**src/rtl/uart_word_tx.sv**
```systemverilog
// uart_word_tx: word-wide UART transmitter.
// Accepts one WordBytes*DataWidth word per valid/ready handshake and sends it
// as back-to-back frames, least-significant byte first, using an internal
// bit-period down-counter.
// Optional feature macro: UART_WORD_TX_PARITY_EN (adds an even-parity bit per frame).
//
// state  | meaning
// -------+---------------------------------------------------------------
// IDLE   | line high, ready for a new word
// START  | start bit (line low) for one bit period
// DATA   | payload bits, LSB first, one bit period each
// PARITY | even-parity bit (only with UART_WORD_TX_PARITY_EN)
// STOP   | stop bit (line high); next byte's START or back to IDLE
module uart_word_tx #(
    parameter int DataWidth  = 8,
    parameter int WordBytes  = 4,
    parameter int ClksPerBit = 16
) (
    input  logic                           clk_i,
    input  logic                           reset_ni,
    input  logic [WordBytes*DataWidth-1:0] data_i,
    input  logic                           valid_i,
    output logic                           ready_o,
    output logic                           tx_data_o,
    output logic                           busy_o
);

    localparam int TW = (ClksPerBit > 2) ? $clog2(ClksPerBit) : 1;
    localparam int BW = (DataWidth  > 2) ? $clog2(DataWidth)  : 1;
    localparam int YW = (WordBytes  > 2) ? $clog2(WordBytes)  : 1;
    localparam int SW = WordBytes * DataWidth;

    localparam logic [TW-1:0] TimerLoad = TW'(ClksPerBit - 1);
    localparam logic [BW-1:0] LastBit   = BW'(DataWidth - 1);
    localparam logic [YW-1:0] LastByte  = YW'(WordBytes - 1);

    typedef enum logic [2:0] {
        IDLE,
        START,
        DATA,
`ifdef UART_WORD_TX_PARITY_EN
        PARITY,
`endif
        STOP
    } state_t;

    state_t          state_q, state_d;
    logic [TW-1:0]   timer_q, timer_d;
    logic [BW-1:0]   bit_idx_q, bit_idx_d;
    logic [YW-1:0]   byte_idx_q, byte_idx_d;
    logic [SW-1:0]   shift_q, shift_d;
    logic            tx_q, tx_d;
`ifdef UART_WORD_TX_PARITY_EN
    logic            par_q, par_d;
`endif

    logic accept;
    logic bit_done;

    assign accept   = valid_i & ready_o;
    assign bit_done = (timer_q == '0);

    // State register with synchronous reset.
    always_ff @(posedge clk_i) begin
        if (!reset_ni) begin
            state_q <= IDLE;
        end else begin
            state_q <= state_d;
        end
    end

    // Next-state logic: every non-idle state lasts until the bit timer expires.
    always_comb begin
        state_d = state_q;
        case (state_q)
            IDLE: begin
                if (accept) state_d = START;
            end
            START: begin
                if (bit_done) state_d = DATA;
            end
            DATA: begin
                if (bit_done && (bit_idx_q == LastBit)) begin
`ifdef UART_WORD_TX_PARITY_EN
                    state_d = PARITY;
`else
                    state_d = STOP;
`endif
                end
            end
`ifdef UART_WORD_TX_PARITY_EN
            PARITY: begin
                if (bit_done) state_d = STOP;
            end
`endif
            STOP: begin
                if (bit_done) state_d = (byte_idx_q == LastByte) ? IDLE : START;
            end
            default: state_d = IDLE;
        endcase
    end

    // Output decode: handshake flags from state, line level fed to the tx flop.
    always_comb begin
        ready_o = 1'b0;
        busy_o  = 1'b0;
        tx_d    = 1'b1;
        if (reset_ni) begin
            ready_o = (state_q == IDLE);
            busy_o  = (state_q != IDLE);
        end
        case (state_q)
            IDLE:   tx_d = 1'b1;
            START:  tx_d = 1'b0;
            DATA:   tx_d = shift_q[0];
`ifdef UART_WORD_TX_PARITY_EN
            PARITY: tx_d = par_q;
`endif
            STOP:   tx_d = 1'b1;
            default: tx_d = 1'b1;
        endcase
    end

    // Datapath next values: bit timer, indices, payload shifter, parity.
    always_comb begin
        timer_d    = timer_q;
        bit_idx_d  = bit_idx_q;
        byte_idx_d = byte_idx_q;
        shift_d    = shift_q;
`ifdef UART_WORD_TX_PARITY_EN
        par_d      = par_q;
`endif
        case (state_q)
            IDLE: begin
                timer_d = '0;
                if (accept) begin
                    timer_d    = TimerLoad;
                    bit_idx_d  = '0;
                    byte_idx_d = '0;
                    shift_d    = data_i;
                end
            end
            START: begin
                if (bit_done) begin
                    timer_d   = TimerLoad;
                    bit_idx_d = '0;
`ifdef UART_WORD_TX_PARITY_EN
                    par_d     = 1'b0;
`endif
                end else begin
                    timer_d = timer_q - 1'b1;
                end
            end
            DATA: begin
                if (bit_done) begin
                    // Shifting one bit per data period leaves the next byte at
                    // the bottom of the shifter when this byte is finished.
                    timer_d   = TimerLoad;
                    shift_d   = shift_q >> 1;
                    bit_idx_d = (bit_idx_q == LastBit) ? '0 : bit_idx_q + 1'b1;
`ifdef UART_WORD_TX_PARITY_EN
                    par_d     = par_q ^ shift_q[0];
`endif
                end else begin
                    timer_d = timer_q - 1'b1;
                end
            end
`ifdef UART_WORD_TX_PARITY_EN
            PARITY: begin
                timer_d = bit_done ? TimerLoad : timer_q - 1'b1;
            end
`endif
            STOP: begin
                if (bit_done) begin
                    if (byte_idx_q == LastByte) begin
                        timer_d    = '0;
                        byte_idx_d = '0;
                    end else begin
                        timer_d    = TimerLoad;
                        byte_idx_d = byte_idx_q + 1'b1;
                    end
                end else begin
                    timer_d = timer_q - 1'b1;
                end
            end
            default: timer_d = '0;
        endcase
    end

    // Datapath registers; the line flop lags the state by one cycle so it never glitches.
    always_ff @(posedge clk_i) begin
        if (!reset_ni) begin
            timer_q    <= '0;
            bit_idx_q  <= '0;
            byte_idx_q <= '0;
            shift_q    <= '0;
            tx_q       <= 1'b1;
`ifdef UART_WORD_TX_PARITY_EN
            par_q      <= 1'b0;
`endif
        end else begin
            timer_q    <= timer_d;
            bit_idx_q  <= bit_idx_d;
            byte_idx_q <= byte_idx_d;
            shift_q    <= shift_d;
            tx_q       <= tx_d;
`ifdef UART_WORD_TX_PARITY_EN
            par_q      <= par_d;
`endif
        end
    end

    assign tx_data_o = tx_q;

endmodule

```
**config.mk**
```make
export PLATFORM = sky130hd
export DESIGN_NAME = uart_word_tx
export DESIGN_NICKNAME = d
export VERILOG_FILES = /design/src/rtl/uart_word_tx.sv
export SDC_FILE = /design/constraint.sdc
export NUM_CORES = 1
export LEC_CHECK = 0
export ABC_AREA = 1
export BUFFER_PORTS_ARGS = -buffer_cell sky130_fd_sc_hd__buf_2
export CELL_PAD_IN_SITES_DETAIL_PLACEMENT = 2
export CELL_PAD_IN_SITES_GLOBAL_PLACEMENT = 2
export CORE_MARGIN = 3
export CORE_UTILIZATION = 28
export CTS_CLUSTER_SIZE = 25
export DETAILED_ROUTE_END_ITERATION = 8
export HOLD_SLACK_MARGIN = 0.1
export MAX_ROUTING_LAYER = met4
export PLACE_DENSITY_LB_ADDON = 0.08
export SETUP_SLACK_MARGIN = 0.3
export SYNTH_ARGS = -nofsm -noshare
export SYNTH_HDL_FRONTEND = slang
export SYNTH_SLANG_ARGS = --single-unit
export TNS_END_PERCENT = 20
```
**constraint.sdc**
```tcl
create_clock -name clk_i -period 1.35 [get_ports clk_i]
set_input_delay 0.27 -clock clk_i [delete_from_list [all_inputs] [get_ports clk_i]]
set_output_delay 0.27 -clock clk_i [all_outputs]
set_load 0.01 [all_outputs]
```
Word level (Yosys, flattened, before mapping):

Index checks and enable logic that the tools add are counted.

* add/sub/neg operators: 3
* equal/unequal tests: 10
* muxes and demuxes: 26
* bitwise operators: 1
* reductions and logical operators: 12

Operator list (number)
* two-way mux 32 bit: 2
* one-hot mux 32 bit (2 select lines): 1
* two-way mux 3 bit: 8
* two-way mux 4 bit: 4
* one-hot mux 3 bit (4 select lines): 1
* one-hot mux 4 bit (3 select lines): 1
* inequality test 2 bit (second input constant): 5
* one-hot mux 3 bit (3 select lines): 1
* AND reduction 4 bit: 2
* == test 3 x 2 -> 1 bit (second input constant): 2
* two-way mux 2 bit: 3
* AND reduction 3 bit: 2
* nonzero test 3 bit: 2
* logical NOT 4 bit: 1
* one-hot mux 2 bit (2 select lines): 1
* nonzero test 2 bit: 2
* subtractor 4 x 1 -> 4 bit (second input constant): 1
* adder 3 x 1 -> 3 bit (second input constant): 1
* == test 3 x 1 -> 1 bit (second input constant): 1
* == test 3 bit (second input constant): 1
* logical NOT 3 bit: 1
* two-way mux 1 bit: 3
* adder 2 x 1 -> 2 bit (second input constant): 1
* == test 2 bit (second input constant): 1
* 4 further kinds: 4

* register bits after elaboration: 45
* input port bits: 35
* output and inout port bits: 3

Depth between registers and ports, before layout:

Gate-level depths: netlist of the first run.

* depth after elaboration: 5
* mapped depth: 11
* gate-level depth less buffers: 10

Worst setup path before layout of the first run:

No wires, ideal clock.

* path type: register -> register
* from: reg state_q[0]
* to: reg shift_q[11]
* setup time: 0.113 ns
* data arrival time: 1.368 ns
* required time: 1.237 ns
* setup slack: -0.130 ns
* stages on the path, launching flop included: 11
* buffers on the path: 2
* path through: dfxtp_1 inv_1 ha_1 buf_4 nand2_1 nand2_2 nor2_8 buf_6 nand2_1 nand2_1 nor2_1

* cells in the longest elaborated chain, start to end: 5
* elaborated cells between the ends (all ways): 9
* classes of those cells: eq/ne: 3; mux: 2; bitwise: 1; reduce/logical: 3

Ends and longest elaborated chain
* start: declaration: line 47 `state_t state_q, state_d;`
* start signal: assignment: line 68 `state_q <= state_d;`
* logical NOT 3 bit: line 109, 133
* two-way mux 1 bit: line 108 `if (reset_ni) begin`
* bitwise AND 1 bit: line 60 `assign accept = valid_i & ready_o;`
* inequality test 2 bit (no line)
* AND reduction 3 bit (no line)
* end signal: assignment: line 205 `shift_q <= shift_d;`
* end: declaration: line 51 `logic [SW-1:0] shift_q, shift_d;`

Several ways; a longest one is shown, not always the timed one.
A chain may end at the register's enable or synchronous reset.

Final worst setup path of the first run:

* from: reg state_q[1]
* to: reg shift_q[3]

Same word-level chain as after synthesis.

==> out/results.ini, run 1 <==
[status]
status = complete, but fails checks
violations = setup timing

[synthesis]
seq_area_frac_synth = 0.380
synthCells = 321
syn-num-nets = 365
ys_ff_latch = 44
syn-cell-area_um2 = 2320
synth_cell_type_count = 21
yosys_warnings = 0
post_synth.cell_area_avg_um2 = 7.22

[floorplan]
io_pins = 38
die_h_um = 97.0
die_area_um2 = 9410
core_um2 = 7890
start_util = 0.294
rows = 32
die_x_um = 97.0

[clock_network]
cts_tree = done
clock_latency_ns = 0.30
cts_sinks = 44
cts_buffers = 5
root_buffer = clkbuf_8
cts_buffer_depth = 2
clk_pin_slew_ns = 0.08
ctsHtreeMaxLevel = 2

[sta]
maxSlewViolCount = 0
rsz0062_at_grt = yes
fin_crit_sh = 1.12
setup_ws_ns = -0.165
timing.fmax_ghz = 0.660
skew_ns = 0.0105
holdWs_ns = 0.302
hold_violations = 0
maxSlewHeadroom = 0.790
worst_pin_slew_ns = 0.314
fin_crit_ns = 1.52
setup_violations = 39

[placed_design]
hpwl_um = 4440
portBuffers = 37
globalplace.congestion = 0.759
pre_cts_slack_ns = -0.174

[finish]
nNetsFinal = 435
insertedDiodeCount = 0
drive_gt1_frac = 0.332
register_area_um2 = 887
fillers = 926
final_cell_mix = nand2_1 (86), nor2_1 (69), dfxtp_1 (41)
multi_input_comb_area_um2 = 1440
final_common_cell = nand2_1
synthToLayoutAreaGrowth_pct = 42.5

[global_route]
antenna_found_initial = 0
use_met2 = 0.255
grt_util_all_layers = 0.145
grt_overflow = 0
grt.busiest_layer = met2
met1_usage = 0.168
first_global_vias = 2349
grt_max_degree = 30
grt_pass1_wl_um = 10900
grtUsageMet3 = 0.0274

[critical_path]
cp.required_ns = 1.59
cp_max_fo = 6
crit_path_start_kind = flip-flop
endpoint_kind = flip-flop
worstPathArrival_ns = 1.76
r2r_slack_ns = -0.17
rr_startpoint = state_q[1]
reg2reg_depth = 10
crit_type = flip-flop to flip-flop
r2r_end = shift_q[3]

[power]
power_density_nw_per_um2 = 2290
power.leakage_nw = 1.57
power_w = 0.00758
vdd_ir_drop_max_mv = 0.639

[min_path]
hold_depth = 5
holdPathEnd = shift_q[7]
hold_path.class = primary input to flip-flop
holdCritStartpoint = data_i[7]

[drt]
wl_per_cell_um = 13.6
route.antenna.remaining_nets = 0
drt_pass1_iterations = 4
vias = 2225
via_per_inst = 4.50
drt_drc_violations_left = 0
wl_um = 6730
drt-initial-drc-count = 43

[job]
max_cap_violations = 0

cell families after synthesis:
kind of cell,share of synthesized area
multiplexers,0.134
AND/OR/NAND/NOR,0.328
flip-flops,0.380
AO/OA/AOI/OAI,0.0243
buffers and inverters,0.0820
XOR/XNOR,0.00378
adder cells (fa/ha/maj),0.0486
critical path, cell delays in order (launching register included):
cell and delay [ns]:
dfxtp_2 0.36, buf_6 0.10, ha_4 0.18, inv_4 0.05
nand2_4 0.06, nand2_4 0.08, nor2_8 0.23, buf_12 0.15
clkbuf_16 0.14, nor2_1 0.04, nor2_1 0.07
registers in the layout, summed over array words and instances (netlist names):
signal,flops
byte_idx_q,2
state_q,2
tx_data_o,1
timer_q,4
shift_q,32
bit_idx_q,3
power by group:
part	internal, W	total (W)	leakage [nW]	switching, W
logic	0.00233	0.00473	1.16	0.00240
registers	0.00175	0.00200	0.365	0.000247
clock network	0.000371	0.000850	0.0424	0.000479
total	0.00445	0.00758	1.57	0.00312
worst max-delay path by stage:
stage	startpoint	end	slack, ns	depth (start not counted)
global placement	state_q[1]	state_q[0]	-0.15	9
CTS	state_q[0]	ready_o	-0.14	6
finish	state_q[1]	shift_q[3]	-0.17	10
floorplan	state_q[0]	shift_q[11]	-0.02	10
detailed placement	state_q[1]	bit_idx_q[1]	-0.17	8
global route	state_q[1]	shift_q[4]	-0.26	10
per-layer routing:
layer,part of all wire,up-vias
li1,-,1142
met1,0.44,1047
met2,0.52,30
met3,0.027,6
met4,0.011,0
met5,0,-
area by class of cell:
cell class / instances / share of cell area
clock buffer: 7 / 0.0231
clock inverter: 1 / 0.00265
inverter: 21 / 0.0276
multi-input combinational: 242 / 0.436
sequential: 44 / 0.268
tap: 102 / 0.0386
timing repair buffer: 77 / 0.204
synthesized netlist by cell type:
| cell type | count | area, um^2 |
|---|---|---|
| a21oi_4 | 1 | 16.3 |
| dfxtp_1 | 44 | 881 |
| nand2_2 | 2 | 12.5 |
| ha_1 | 9 | 113 |
| nor2_8 | 1 | 20.0 |
| o21ai_0 | 2 | 10.0 |
| or2_2 | 1 | 6.26 |
| nor2_2 | 1 | 6.26 |
| buf_4 | 1 | 7.51 |
| nand2_1 | 94 | 353 |
| buf_2 | 5 | 25.0 |
| buf_6 | 6 | 67.6 |
| a21oi_1 | 6 | 30.0 |
| nand3_1 | 11 | 55.1 |
| mux2i_1 | 31 | 310 |
| inv_1 | 19 | 71.3 |
| nor2_1 | 80 | 300 |
| inv_2 | 2 | 7.51 |
| xor2_1 | 1 | 8.76 |
| nand4_1 | 1 | 6.26 |
| buf_1 | 3 | 11.3 |
what timing repair did:
| action | CTS | global route |
|---|---|---|
| hold buffers | 0 | 0 |
| cloned | 1 | 6 |
| buffers inserted | 5 | 4 |
| setup endpoints to repair | 46 | 47 |
| pin swaps | 6 | 18 |
| gates resized for setup | 28 | 22 |
| endpoints found under the hold margin | 0 | 0 |
stage by stage:
step | instance area [um^2] | cells | util | TNS, ns
floorplan | 2380 | 321 | - | -0.628
global placement | 2820 | 470 | 0.357 | -3.13
detailed placement | 2820 | 470 | 0.357 | -5.27
CTS | 3070 | 484 | 0.389 | -4.02
global route | 3300 | 494 | 0.419 | -8.66
finish | 3300 | 494 | 0.419 | -4.88
No activity file was read; power rests on OpenSTA's default activity.
==> run 2: changes to the inputs <==
Settings changed: CORE_ASPECT_RATIO set to 0.6.
==> run 2 against run 1 <==
The run still ends with setup timing left. Via count down 0.63%. Setup slack worse by 0.025 ns. Maximum frequency shrank 1.6%. Sequential share of layout area grew 0.61 points. First-iteration DRC count increased by 9.3%. Global-route usage up 1.9 points. Die area is 0.38% higher. Critical path depth did not move. Total power barely moved. Wire length rose by 7.8%. Non-clock buffer count decreased by 6. Critical endpoint is now shift_q[11]. Largest cell class unchanged. Largest power group unchanged.
==> out/results.ini, run 2 (synthesized netlist as in run 1, its figures left out) <==
[status]
status = complete, but fails checks
violations = setup timing

[min_path]
hold_depth = 5
hold_path.class = primary input to flip-flop
holdCritStartpoint = data_i[29]
holdPathEnd = shift_q[29]

[clock_network]
cts_buffer_depth = 2
root_buffer = clkbuf_16
clock_latency_ns = 0.30
cts_buffers = 5
clk_pin_slew_ns = 0.06
cts_tree = done
cts_sinks = 44
ctsHtreeMaxLevel = 2

[critical_path]
worstPathArrival_ns = 1.73
r2r_end = shift_q[11]
cp_max_fo = 8
rr_startpoint = state_q[0]
worstPathCellList = inv_6 -> ha_4 -> inv_4 -> nand2_4 -> nand2_4 -> nor2_8 -> clkbuf_16 -> nand2_1 -> nand2_1 -> nor2_1
r2r_slack_ns = -0.19
reg2reg_depth = 10
endpoint_kind = flip-flop
slowest_delay_ns = 0.36
crit_type = flip-flop to flip-flop
path_delay_family = simple AND/OR/NAND/NOR gates
crit_path_start_kind = flip-flop
cp.buffers_inverters = 3
cp.required_ns = 1.54
crit_slowest_cell = dfxtp_4

[drt]
vias = 2211
drt_drc_violations_left = 0
drt_pass1_iterations = 4
route.antenna.remaining_nets = 0
via_per_inst = 4.49
wl_per_cell_um = 14.7
wl_um = 7260
drt-initial-drc-count = 47

[floorplan]
die_x_um = 123
rows = 25
core_um2 = 7950
start_util = 0.292
io_pins = 38
die_area_um2 = 9440
die_h_um = 76.5

[sta]
rsz0062_at_grt = yes
worst_pin_slew_ns = 0.276
timing.fmax_ghz = 0.649
maxSlewHeadroom = 0.816
hold_violations = 0
fin_crit_sh = 1.14
fin_crit_ns = 1.54
holdWs_ns = 0.305
setup_violations = 40
skew_ns = 0.00707
maxSlewViolCount = 0
setup_ws_ns = -0.190

[finish]
insertedDiodeCount = 0
top_regs = shift_q: 32 flops, timer_q: 4 flops, bit_idx_q: 3 flops
final_cell_mix = nand2_1 (76), nor2_1 (74), dfxtp_1 (42)
nNetsFinal = 428
register_area_um2 = 888
regMostFlops = shift_q
multi_input_comb_area_um2 = 1440
final_common_cell = nand2_1
final_cell_count_no_fill = 492
finish.utilization = 0.407
drive_gt1_frac = 0.331
synthToLayoutAreaGrowth_pct = 39.6
fillers = 945
largest_register_ffs = 32

[global_route]
grt_pass1_wl_um = 11600
antenna_found_initial = 0
grt_overflow = 0
grt_max_degree = 39
grt_util_all_layers = 0.164
first_global_vias = 2391

[job]
max_cap_violations = 0

[placed_design]
globalplace.congestion = 0.765
hpwl_um = 4870
portBuffers = 37
pre_cts_slack_ns = -0.175
place_inst = 475

[power]
power.leakage_nw = 1.52
vdd_ir_drop_max_mv = 0.682
power_density_nw_per_um2 = 2340

[run 2: cell types whose count changed in the layout (fill, tap and decap cells not counted), moves of 3 or more]
| cell | before | now |
|---|---|---|
| buf_6 | 4 | 7 |
| clkbuf_8 | 5 | 0 |
| nor2_2 | 10 | 4 |
| nand2_1 | 86 | 76 |
| nor2_1 | 69 | 74 |
| buf_12 | 6 | 2 |
| nand2_2 | 5 | 16 |
[run 2: metal layers]
metal | vias up | global-route usage | share of wire
li1 | 1121 | - | -
met4 | 0 | 0.0597 | 0.017
met5 | - | - | 0
met1 | 1059 | 0.198 | 0.47
met3 | 8 | 0.0364 | 0.027
met2 | 23 | 0.266 | 0.49
[run 2: per-stage QoR]
stage	total power, W	instance area (um^2)	setup TNS [ns]
after floorplan	0.00449	2380	-0.628
after global placement	0.00531	2790	-4.15
after detailed placement	0.00546	2790	-5.85
after CTS	0.00723	3100	-4.53
after global routing	0.00824	3240	-9.36
final	0.00758	3240	-5.88
[run 2: worst reg2reg max path: cells and delay by family, from the launching register on]
kind	cells	cell delay (ns)
flip-flops	1	0.36
AND/OR/NAND/NOR	6	0.53
buffers and inverters	3	0.35
adder cells (fa/ha/maj)	1	0.20
[run 2: area by class of cell]
cell class,instances,area share
Timing Repair Buffer,71,0.167
Sequential cell,44,0.275
Clock buffer,6,0.0398
Tap cell,108,0.0418
Multi-Input combinational cell,241,0.446
Inverter,21,0.0290
Clock inverter,1,0.00155
[run 2: worst max path at each step]
stage / from / end / depth (start not counted)
after global routing: state_q[0] / shift_q[27] / 10
after detailed placement: state_q[0] / shift_q[10] / 10
after floorplan: state_q[0] / shift_q[11] / 10
final: state_q[0] / shift_q[11] / 10
after CTS: state_q[0] / ready_o / 6
after global placement: state_q[1] / bit_idx_q[1] / 8
[run 2: what timing repair did]
item | 4_1_cts | 5_1_grt
endpoints found under the hold margin | 0 | 0
setup buffers | 6 | 2
pin swaps | 4 | 7
gates cloned | 1 | 1
endpoints found under the setup margin | 46 | 46
hold buffers | 0 | 0
resized for setup | 31 | 30
[run 2: where the power goes]
part | leakage [nW] | internal, W | switching (W)
logic | 1.09 | 0.00199 | 0.00236
clock network | 0.0667 | 0.000674 | 0.000531
registers | 0.365 | 0.00176 | 0.000271
total | 1.52 | 0.00442 | 0.00316
